### config.mk
export PLATFORM = sky130hd
export DESIGN_NAME = mips_multicycle_control_flat
export DESIGN_NICKNAME = d
export VERILOG_FILES = /design/src/rtl/mips_multicycle_control_if.sv /design/src/rtl/mips_multicycle_control.sv /design/src/flat_wrapper.sv
export SDC_FILE = /design/constraint.sdc
export NUM_CORES = 1
export LEC_CHECK = 0
export ABC_AREA = 0
export BUFFER_PORTS_ARGS = -buffer_cell sky130_fd_sc_hd__buf_2
export CAP_MARGIN = 10
export CORE_UTILIZATION = 35
export DETAILED_ROUTE_END_ITERATION = 10
export GPL_TIMING_DRIVEN = 0
export PLACE_DENSITY_LB_ADDON = 0.05
export REMOVE_ABC_BUFFERS = 1
export SLEW_MARGIN = 10
export SYNTH_ARGS = -nofsm -noshare
export SYNTH_HDL_FRONTEND = slang
export SYNTH_SLANG_ARGS = --single-unit
export TNS_END_PERCENT = 1
### constraint.sdc
create_clock -name clk -period 1.5 [get_ports clk]
set_clock_uncertainty 0.05 [all_clocks]
set_input_delay 0.3 -clock clk [delete_from_list [all_inputs] [get_ports clk]]
set_output_delay 0.3 -clock clk [all_outputs]
set_load 0.01 [all_outputs]
### src/rtl/mips_multicycle_control_if.sv
// Control bus between the multicycle MIPS main control FSM and its datapath.
// The master side is the control FSM. It receives the opcode and the memory
// ready strobe, and it drives every select, enable and debug signal.
//
// Handshake: the FSM holds a memory request (mem_read or mem_write) steady
// until memory returns mem_ready=1 in the same cycle. That cycle completes the
// access. The cycles before it are wait cycles, and no write enable is
// asserted during them.
interface mips_multicycle_control_if;
  logic [5:0] opcode;
  logic       mem_ready;
  logic       pc_write;
  logic       pc_write_cond;
  logic       i_or_d;
  logic       mem_read;
  logic       mem_write;
  logic       ir_write;
  logic       mem_to_reg;
  logic       reg_dst;
  logic       reg_write;
  logic       alu_src_a;
  logic [1:0] alu_src_b;
  logic [1:0] alu_op;
  logic [1:0] pc_source;
  logic       illegal_op;
  logic       instr_retire;
  logic [3:0] state;

  modport master (
    input  opcode, mem_ready,
    output pc_write, pc_write_cond, i_or_d, mem_read, mem_write, ir_write,
           mem_to_reg, reg_dst, reg_write, alu_src_a, alu_src_b, alu_op,
           pc_source, illegal_op, instr_retire, state
  );

  modport slave (
    output opcode, mem_ready,
    input  pc_write, pc_write_cond, i_or_d, mem_read, mem_write, ir_write,
           mem_to_reg, reg_dst, reg_write, alu_src_a, alu_src_b, alu_op,
           pc_source, illegal_op, instr_retire, state
  );
endinterface

### src/rtl/mips_multicycle_control.sv
// Main control FSM for the multicycle MIPS32 datapath.
// It steps every instruction through fetch, decode, execute, memory and
// writeback states. The outputs are a combinational decode of the state, and
// some of them are gated by mem_ready.
// Optional feature macro: MC_ADDI_EN adds support for addi through the
// ADDI_EX and ADDI_WB states. Without it, opcode 001000 is reported as illegal.
module mips_multicycle_control (
  input logic                           clk,
  input logic                           rst,
  mips_multicycle_control_if.master     bus
);

  typedef enum logic [3:0] {
    S_FETCH    = 4'd0,
    S_DECODE   = 4'd1,
    S_MEMADDR  = 4'd2,
    S_MEMRD    = 4'd3,
    S_MEMWB    = 4'd4,
    S_MEMWR    = 4'd5,
    S_RTYPE_EX = 4'd6,
    S_RTYPE_WB = 4'd7,
    S_BRANCH   = 4'd8,
    S_JUMP     = 4'd9,
    S_ADDI_EX  = 4'd10,
    S_ADDI_WB  = 4'd11
  } state_t;

  localparam logic [5:0] OP_RTYPE = 6'b000000;
  localparam logic [5:0] OP_LW    = 6'b100011;
  localparam logic [5:0] OP_SW    = 6'b101011;
  localparam logic [5:0] OP_BEQ   = 6'b000100;
  localparam logic [5:0] OP_J     = 6'b000010;
  localparam logic [5:0] OP_ADDI  = 6'b001000;

  state_t r_state;
  state_t w_next_state;

  logic       w_pc_write, w_pc_write_cond, w_i_or_d, w_mem_read, w_mem_write;
  logic       w_ir_write, w_mem_to_reg, w_reg_dst, w_reg_write, w_alu_src_a;
  logic [1:0] w_alu_src_b, w_alu_op, w_pc_source;
  logic       w_illegal_op, w_instr_retire;
  logic [3:0] w_state;

  // State register: synchronous reset returns the FSM to FETCH.
  always_ff @(posedge clk) begin
    if (rst) r_state <= S_FETCH;
    else     r_state <= w_next_state;
  end

  // Next-state logic. Opcode matters only in DECODE and MEMADDR.
  // The memory states stay put until mem_ready arrives.
  always_comb begin
    w_next_state = S_FETCH;
    case (r_state)
      S_FETCH:    w_next_state = bus.mem_ready ? S_DECODE : S_FETCH;
      S_DECODE: begin
        case (bus.opcode)
          OP_RTYPE:      w_next_state = S_RTYPE_EX;
          OP_LW, OP_SW:  w_next_state = S_MEMADDR;
          OP_BEQ:        w_next_state = S_BRANCH;
          OP_J:          w_next_state = S_JUMP;
`ifdef MC_ADDI_EN
          OP_ADDI:       w_next_state = S_ADDI_EX;
`endif
          default:       w_next_state = S_FETCH;
        endcase
      end
      S_MEMADDR:  w_next_state = (bus.opcode == OP_LW) ? S_MEMRD : S_MEMWR;
      S_MEMRD:    w_next_state = bus.mem_ready ? S_MEMWB : S_MEMRD;
      S_MEMWB:    w_next_state = S_FETCH;
      S_MEMWR:    w_next_state = bus.mem_ready ? S_FETCH : S_MEMWR;
      S_RTYPE_EX: w_next_state = S_RTYPE_WB;
      S_RTYPE_WB: w_next_state = S_FETCH;
      S_BRANCH:   w_next_state = S_FETCH;
      S_JUMP:     w_next_state = S_FETCH;
`ifdef MC_ADDI_EN
      S_ADDI_EX:  w_next_state = S_ADDI_WB;
      S_ADDI_WB:  w_next_state = S_FETCH;
`endif
      default:    w_next_state = S_FETCH;
    endcase
  end

  // Output decode of the current state. While rst is high every output,
  // including the debug state, is forced to zero.
  always_comb begin
    w_pc_write      = 1'b0;
    w_pc_write_cond = 1'b0;
    w_i_or_d        = 1'b0;
    w_mem_read      = 1'b0;
    w_mem_write     = 1'b0;
    w_ir_write      = 1'b0;
    w_mem_to_reg    = 1'b0;
    w_reg_dst       = 1'b0;
    w_reg_write     = 1'b0;
    w_alu_src_a     = 1'b0;
    w_alu_src_b     = 2'b00;
    w_alu_op        = 2'b00;
    w_pc_source     = 2'b00;
    w_illegal_op    = 1'b0;
    w_instr_retire  = 1'b0;
    w_state         = 4'd0;
    if (!rst) begin
      w_state = r_state;
      case (r_state)
        S_FETCH: begin
          w_mem_read  = 1'b1;
          w_alu_src_b = 2'b01;
          w_ir_write  = bus.mem_ready;
          w_pc_write  = bus.mem_ready;
        end
        S_DECODE: begin
          w_alu_src_b = 2'b11;
          if (w_next_state == S_FETCH) begin
            w_illegal_op   = 1'b1;
            w_instr_retire = 1'b1;
          end
        end
        S_MEMADDR: begin
          w_alu_src_a = 1'b1;
          w_alu_src_b = 2'b10;
        end
        S_MEMRD: begin
          w_mem_read = 1'b1;
          w_i_or_d   = 1'b1;
        end
        S_MEMWB: begin
          w_reg_write    = 1'b1;
          w_mem_to_reg   = 1'b1;
          w_instr_retire = 1'b1;
        end
        S_MEMWR: begin
          w_mem_write    = 1'b1;
          w_i_or_d       = 1'b1;
          w_instr_retire = bus.mem_ready;
        end
        S_RTYPE_EX: begin
          w_alu_src_a = 1'b1;
          w_alu_op    = 2'b10;
        end
        S_RTYPE_WB: begin
          w_reg_write    = 1'b1;
          w_reg_dst      = 1'b1;
          w_instr_retire = 1'b1;
        end
        S_BRANCH: begin
          w_alu_src_a     = 1'b1;
          w_alu_op        = 2'b01;
          w_pc_write_cond = 1'b1;
          w_pc_source     = 2'b01;
          w_instr_retire  = 1'b1;
        end
        S_JUMP: begin
          w_pc_write     = 1'b1;
          w_pc_source    = 2'b10;
          w_instr_retire = 1'b1;
        end
`ifdef MC_ADDI_EN
        S_ADDI_EX: begin
          w_alu_src_a = 1'b1;
          w_alu_src_b = 2'b10;
        end
        S_ADDI_WB: begin
          w_reg_write    = 1'b1;
          w_instr_retire = 1'b1;
        end
`endif
        default: begin
          w_state = r_state;
        end
      endcase
    end
  end

  assign bus.pc_write      = w_pc_write;
  assign bus.pc_write_cond = w_pc_write_cond;
  assign bus.i_or_d        = w_i_or_d;
  assign bus.mem_read      = w_mem_read;
  assign bus.mem_write     = w_mem_write;
  assign bus.ir_write      = w_ir_write;
  assign bus.mem_to_reg    = w_mem_to_reg;
  assign bus.reg_dst       = w_reg_dst;
  assign bus.reg_write     = w_reg_write;
  assign bus.alu_src_a     = w_alu_src_a;
  assign bus.alu_src_b     = w_alu_src_b;
  assign bus.alu_op        = w_alu_op;
  assign bus.pc_source     = w_pc_source;
  assign bus.illegal_op    = w_illegal_op;
  assign bus.instr_retire  = w_instr_retire;
  assign bus.state         = w_state;

endmodule

### src/flat_wrapper.sv
// flat-port wrapper written by rule: the top's interface ports become plain ports
module mips_multicycle_control_flat 
  (clk, rst, bus_opcode, bus_mem_ready, bus_pc_write, bus_pc_write_cond, bus_i_or_d, bus_mem_read, bus_mem_write, bus_ir_write, bus_mem_to_reg, bus_reg_dst, bus_reg_write, bus_alu_src_a, bus_alu_src_b, bus_alu_op, bus_pc_source, bus_illegal_op, bus_instr_retire, bus_state);
  mips_multicycle_control_if bus_i ();
  input logic clk;
  input logic rst;
  input wire logic [$bits(bus_i.opcode)-1:0] bus_opcode;
  input wire logic [$bits(bus_i.mem_ready)-1:0] bus_mem_ready;
  output wire logic [$bits(bus_i.pc_write)-1:0] bus_pc_write;
  output wire logic [$bits(bus_i.pc_write_cond)-1:0] bus_pc_write_cond;
  output wire logic [$bits(bus_i.i_or_d)-1:0] bus_i_or_d;
  output wire logic [$bits(bus_i.mem_read)-1:0] bus_mem_read;
  output wire logic [$bits(bus_i.mem_write)-1:0] bus_mem_write;
  output wire logic [$bits(bus_i.ir_write)-1:0] bus_ir_write;
  output wire logic [$bits(bus_i.mem_to_reg)-1:0] bus_mem_to_reg;
  output wire logic [$bits(bus_i.reg_dst)-1:0] bus_reg_dst;
  output wire logic [$bits(bus_i.reg_write)-1:0] bus_reg_write;
  output wire logic [$bits(bus_i.alu_src_a)-1:0] bus_alu_src_a;
  output wire logic [$bits(bus_i.alu_src_b)-1:0] bus_alu_src_b;
  output wire logic [$bits(bus_i.alu_op)-1:0] bus_alu_op;
  output wire logic [$bits(bus_i.pc_source)-1:0] bus_pc_source;
  output wire logic [$bits(bus_i.illegal_op)-1:0] bus_illegal_op;
  output wire logic [$bits(bus_i.instr_retire)-1:0] bus_instr_retire;
  output wire logic [$bits(bus_i.state)-1:0] bus_state;
  assign bus_i.opcode = bus_opcode;
  assign bus_i.mem_ready = bus_mem_ready;
  assign bus_pc_write = bus_i.pc_write;
  assign bus_pc_write_cond = bus_i.pc_write_cond;
  assign bus_i_or_d = bus_i.i_or_d;
  assign bus_mem_read = bus_i.mem_read;
  assign bus_mem_write = bus_i.mem_write;
  assign bus_ir_write = bus_i.ir_write;
  assign bus_mem_to_reg = bus_i.mem_to_reg;
  assign bus_reg_dst = bus_i.reg_dst;
  assign bus_reg_write = bus_i.reg_write;
  assign bus_alu_src_a = bus_i.alu_src_a;
  assign bus_alu_src_b = bus_i.alu_src_b;
  assign bus_alu_op = bus_i.alu_op;
  assign bus_pc_source = bus_i.pc_source;
  assign bus_illegal_op = bus_i.illegal_op;
  assign bus_instr_retire = bus_i.instr_retire;
  assign bus_state = bus_i.state;
  mips_multicycle_control u_core (.clk(clk), .rst(rst), .bus(bus_i));
endmodule
# [Yosys cells after proc, flatten, opt, wreduce, memory -nomap -nowiden]
# Cells that the tools add are included.
# Widths: inputs -> output; s select.
[totals] regBits=4 input_bits=9 output_inout_bits=22 word_cells=61
[op_classes] eq_ne=13 n_mux=38 reduce_logical=9
[ops] operator="$mux 1" n=24
[ops] operator="$pmux 4 s6" n=1
[ops] operator="$eq 4x3->1 const B" n=4
[ops] operator="$pmux 4 s4" n=1
[ops] operator="$eq 6x6->1 const B" n=2
[ops] operator="$mux 3" n=3
[ops] operator="$eq 4x2->1 const B" n=2
[ops] operator="$eq 4x4->1 const B" n=2
[ops] operator="$logic_not 4->1" n=2
[ops] operator="$pmux 2 s2" n=2
[ops] operator="$reduce_or 2->1" n=4
[ops] operator="$eq 6x2->1 const B" n=1
[ops] operator="$eq 6x3->1 const B" n=1
[ops] operator="$logic_not 6->1" n=1
[ops] operator="$mux 2" n=3
[ops] operator="$pmux 2 s3" n=1
[ops] operator="$eq 4x1->1 const B" n=1
[ops] operator="$mux 4" n=1
[ops] operator="$reduce_or 4->1" n=1
[ops] operator="$pmux 1 s3" n=1
[ops] operator="$reduce_or 3->1" n=1
[ops] operator="$pmux 1 s2" n=1

# [Depth between registers and ports, before layout]
[logic_depth] ltp_word=8 mapped_depth=6 depth_no_buf=4

# [Worst setup path after synthesis]
# No wires, ideal clock.
[synth_path] path_type="flip-flop to output port" from="reg u_core.r_state[1]" to="out bus_pc_source[0]" arrival_time_ns=1.385 required_ns=1.150 slack_ns=-0.235 stages_incl_launch_ff=5 n_path_buf=3 cell_sequence="dfxtp_1 -> buf_2 -> buf_2 -> nor4_1 -> buf_4"
[synth_between] elab_chain_cells=3 elab_cells_between_ends=4 classes_between="eq/ne: 2; mux: 2"
[synth_lines] item="start, declared" line_no="mips_multicycle_control.sv:35" rtl="state_t r_state;"
[synth_lines] item="start signal, assigned" line_no="mips_multicycle_control.sv:47" rtl="else r_state <= w_next_state;"
[synth_lines] item="$eq 4x4->1" line_no="mips_multicycle_control.sv:105" rtl="case (r_state)"
[synth_lines] item="$pmux 2 s2 (*)" line_no="mips_multicycle_control.sv:105"
[synth_lines] item="$mux 2 (*)" line_no="mips_multicycle_control.sv:103" rtl="if (!rst) begin"
[synth_lines] item="end, declared" line_no="flat_wrapper.sv:21" rtl="output wire logic [$bits(bus_i.pc_source)-1:0] bus_pc_source;"
# Every way passes the cells marked *; elsewhere a longest branch is shown, timed or not.

# [Worst setup path in the final report]
[layout_path] from="reg u_core.r_state[0]" to="out bus_instr_retire"
[layout_between] elab_chain_cells=6 elab_cells_between_ends=16 classes_between="eq/ne: 9; mux: 4; reduce/logical: 3"
[layout_lines] item="$eq 4x3->1 (tied with other cells)" line_no="mips_multicycle_control.sv:54" rtl="case (r_state)"
[layout_lines] item="$pmux 4 s6" line_no="mips_multicycle_control.sv:54"
[layout_lines] item="$logic_not 4->1" line_no="mips_multicycle_control.sv:114" rtl="if (w_next_state == S_FETCH) begin"
[layout_lines] item="$mux 1" line_no="mips_multicycle_control.sv:114"
[layout_lines] item="$pmux 1 s3 (*)" line_no="mips_multicycle_control.sv:105"
[layout_lines] item="$mux 1 (*)" line_no="mips_multicycle_control.sv:103"
[layout_lines] item="end, declared" line_no="flat_wrapper.sv:23" rtl="output wire logic [$bits(bus_i.instr_retire)-1:0] bus_instr_retire;"
# Marked as above.

==> results.py <==
metrics = {
    "floorplanning": {
        "core_sq_um": 1590,
        "die_w_um": 44.4,
        "start_util_pct": 39.4,
        "rows": 14,
        "num_io_pins": 31,
        "dieArea_sq_um": 1970,
        "die-height_um": 44.4,
    },
    "pwr": {
        "power.density_nw_per_um2": 369,
        "swShare_pct": 32.4,
        "combPwrFrac_pct": 33.5,
        "ir_drop_v": 0.000305,
        "power_frac_seq_pct": 29.0,
        "power.static_leakage_uw": 0.000439,
        "cell_internal_pwr_uw": 253,
        "clock_power_share_pct": 37.5,
        "p_sw_uw": 122,
    },
    "setup_path": {
        "r2r_cells": 5,
        "end_kind": "primary output",
        "r2r_slack_ns": 0.10,
        "startpoint_type": "register",
        "r2r-start": "u_core.r_state[1]$_SDFF_PP0_",
        "regToRegEndpoint": "u_core.r_state[2]$_SDFF_PP0_",
        "worstPathArrival_ns": 1.62,
        "critPathRequiredTime_ns": 1.15,
        "path_class": "reg2out",
        "crit_fanout": 6,
    },
    "yosys": {
        "yosysTopAreaCellShare_pct": 12.7,
        "synthTopCellsByArea": "dfxtp_1 13%, nor2_1 5.4%, nor2b_1 5.0%",
        "ys_seq_area_share_pct": 12.7,
        "synthCells": 88,
        "synth_top_area_cell": "dfxtp_1",
        "yosys_warnings": 0,
        "synth_cell_type_count": 41,
        "avgSynthCellArea_sq_um": 7.14,
        "ys_seq_elements": 4,
        "synth_area_sq_um": 628,
    },
    "route": {
        "post_drt_wl_per_cell_um": 12.7,
        "dr.pass1.iters": 4,
        "totalWireLength_um": 1850,
        "ant_nets": 0,
        "via_per_inst": 5.27,
        "via_count": 769,
        "drtIter0Drc": 19,
        "drc": 0,
    },
    "sta": {
        "fmax_mhz": 507,
        "rsz0062_at_grt": "yes",
        "fin_crit_ns": 1.97,
        "worst_slew_pin_slew_ns": 0.429,
        "fin_ws_ns": -0.473,
        "hold_viol_final": 0,
        "slew_violations": 0,
        "fin_crit_sh_pct": 132,
        "setup_viol": 17,
        "relSlewSlack_pct": 71.4,
        "tns_ns": -2.41,
    },
    "clock_network": {
        "clk_latency_ns": 0.24,
        "numCtsBuffers": 3,
        "clk_pin_slew_ns": 0.04,
        "hold_buffers": 0,
        "clk_path_buf_depth": 2,
        "cts-root-buf": "clkbuf_4",
        "tritoncts": "built",
        "cts_num_sinks": 4,
        "ctsHtreeMaxLevel": 1,
    },
    "status": {
        "violations": "negative setup slack",
        "outcome": "complete, but fails checks",
    },
    "final_layout": {
        "regMostFlops": "u_core.r_state",
        "area_growth_syn_to_layout_pct": 62.0,
        "largest_register_ffs": 4,
        "reg_top3": "u_core.r_state: 4 flops",
        "nNetsFinal": 133,
        "post-route-util_pct": 63.8,
        "drive_gt1_share_pct": 55.7,
        "num_antenna_cells": 0,
        "layout.cells.non_filler": 146,
        "nFillCells": 161,
    },
    "place": {
        "dp.cells": 133,
        "place.gp.congestion": 0.800,
        "dp_hpwl_um": 1140,
        "io_buffers": 30,
    },
    "min_path": {
        "hp-class": "in2reg",
        "holdPathEnd": "u_core.r_state[2]$_SDFF_PP0_",
        "min_path_cells": 2,
        "worstHoldStart": "bus_opcode[1]",
    },
    "global_route": {
        "grt_pass1_vias": 650,
        "grt_max_degree": 16,
        "grt_pass1_wl_um": 3040,
        "grt_overflow": 0,
        "antenna_found_initial": 0,
        "grt_usage_pct": 20.9,
    },
    "job": {
        "drv_cap": 0,
    },
}
[cell usage in the layout, fill, tap and decap left out, types with 2 or more instances in the layout]
cell type	instances
buf_6	6
and2_1	2
nor3_1	3
o21ai_0	2
dfxtp_4	4
buf_2	29
nor2b_4	2
nand2_1	3
nor4_1	2
nor2b_1	2
nand2b_1	2
o31ai_1	2
and3_1	3
buf_4	4
nor2_1	7
clkbuf_4	3
nor4_4	2
nor4b_4	2
a21oi_1	5
nor3_2	2
or2_1	2
[worst max-delay path, cell delays in order (launching register included)]
cell and delay [ns]:
dfxtp_4 0.38, or3b_4 0.40, a21oi_4 0.17, nor4_4 0.07
o31a_1 0.23, buf_2 0.13
[timing repair]
action / in CTS / in global routing
pin swaps: 11 / 0
buffers inserted: 10 / 0
setup endpoints to repair: 26 / 21
resized for setup: 29 / 13
[cell type report]
cell class,count,area (sq um),share of cell area (%)
Multi-Input combinational cell,73,604,59.4
Timing Repair Buffer,40,258,25.3
Sequential cell,4,95.1,9.35
Tap cell,24,30.0,2.95
Clock buffer,3,22.5,2.21
Inverter,2,7.51,0.738
[worst max path at each step]
stage	start	end	slack, ns	depth (start not counted)
after detailed placement	u_core.r_state[1]$_SDFF_PP0_	bus_instr_retire	-0.68	5
after global placement	u_core.r_state[1]$_SDFF_PP0_	bus_instr_retire	-0.68	5
final	u_core.r_state[0]$_SDFF_PP0_	bus_instr_retire	-0.47	5
after floorplan	u_core.r_state[0]$_SDFF_PP0_	bus_instr_retire	-0.38	4
after global routing	u_core.r_state[0]$_SDFF_PP0_	bus_instr_retire	-0.55	5
after CTS	u_core.r_state[0]$_SDFF_PP0_	bus_instr_retire	-0.47	5
[through the flow]
step	worst slack, ns	cell area [sq um]	hold slack [ns]	power (uW)
global placement	-0.680	757	0.514	207
CTS	-0.468	960	0.259	366
floorplan	-0.382	577	0.319	167
finish	-0.473	1020	0.257	375
detailed placement	-0.676	757	0.516	208
global route	-0.547	1020	0.254	410
[power groups by stage]
stage,sequential (uW),combinational [uW],clock [uW]
5_1_grt,109,137,164
2_1_floorplan,118,49.5,0
6_report,109,126,141
4_1_cts,109,118,139
3_5_place_dp,121,87.9,0
3_3_place_gp,121,86.7,0
[logic make-up (layout without fill, tap and decap cells)]
logic type	Yosys count	count (layout)	synth area share (%)
DFF	4	4	12.7
buffers and inverters	11	45	9.36
AOI/OAI and AO/OA	18	18	20.9
and+or+nand+nor	52	52	52.8
xor gates and xnor gates	3	3	4.18
[synth_stat cells, drive strengths merged]
cell type,number
a211o,1
a211oi,1
a21boi,1
a21oi,6
a31oi,1
a32o,1
and2,2
and3,4
and4,1
buf,7
clkbuf,2
dfxtp,4
inv,2
nand2,4
nand2b,3
nand3,1
nand3b,1
nand4,1
nor2,9
nor2b,5
nor3,6
nor3b,2
nor4,4
nor4b,3
nor4bb,1
o21a,1
o21ai,3
o31a,1
o31ai,2
or2,2
or3b,2
or4,1
xnor2,1
xor2,2
[per-layer routing]
layer / part of all wire, % / routed length [um] / track usage (%)
met1: 47 / 876 / 29.9
met2: 48 / 896 / 32.1
met4: 0 / 0 / 3.64
met3: 4.3 / 80 / 5.31
met5: 0 / 0 / 0
Power figures use the tool's default switching activity.
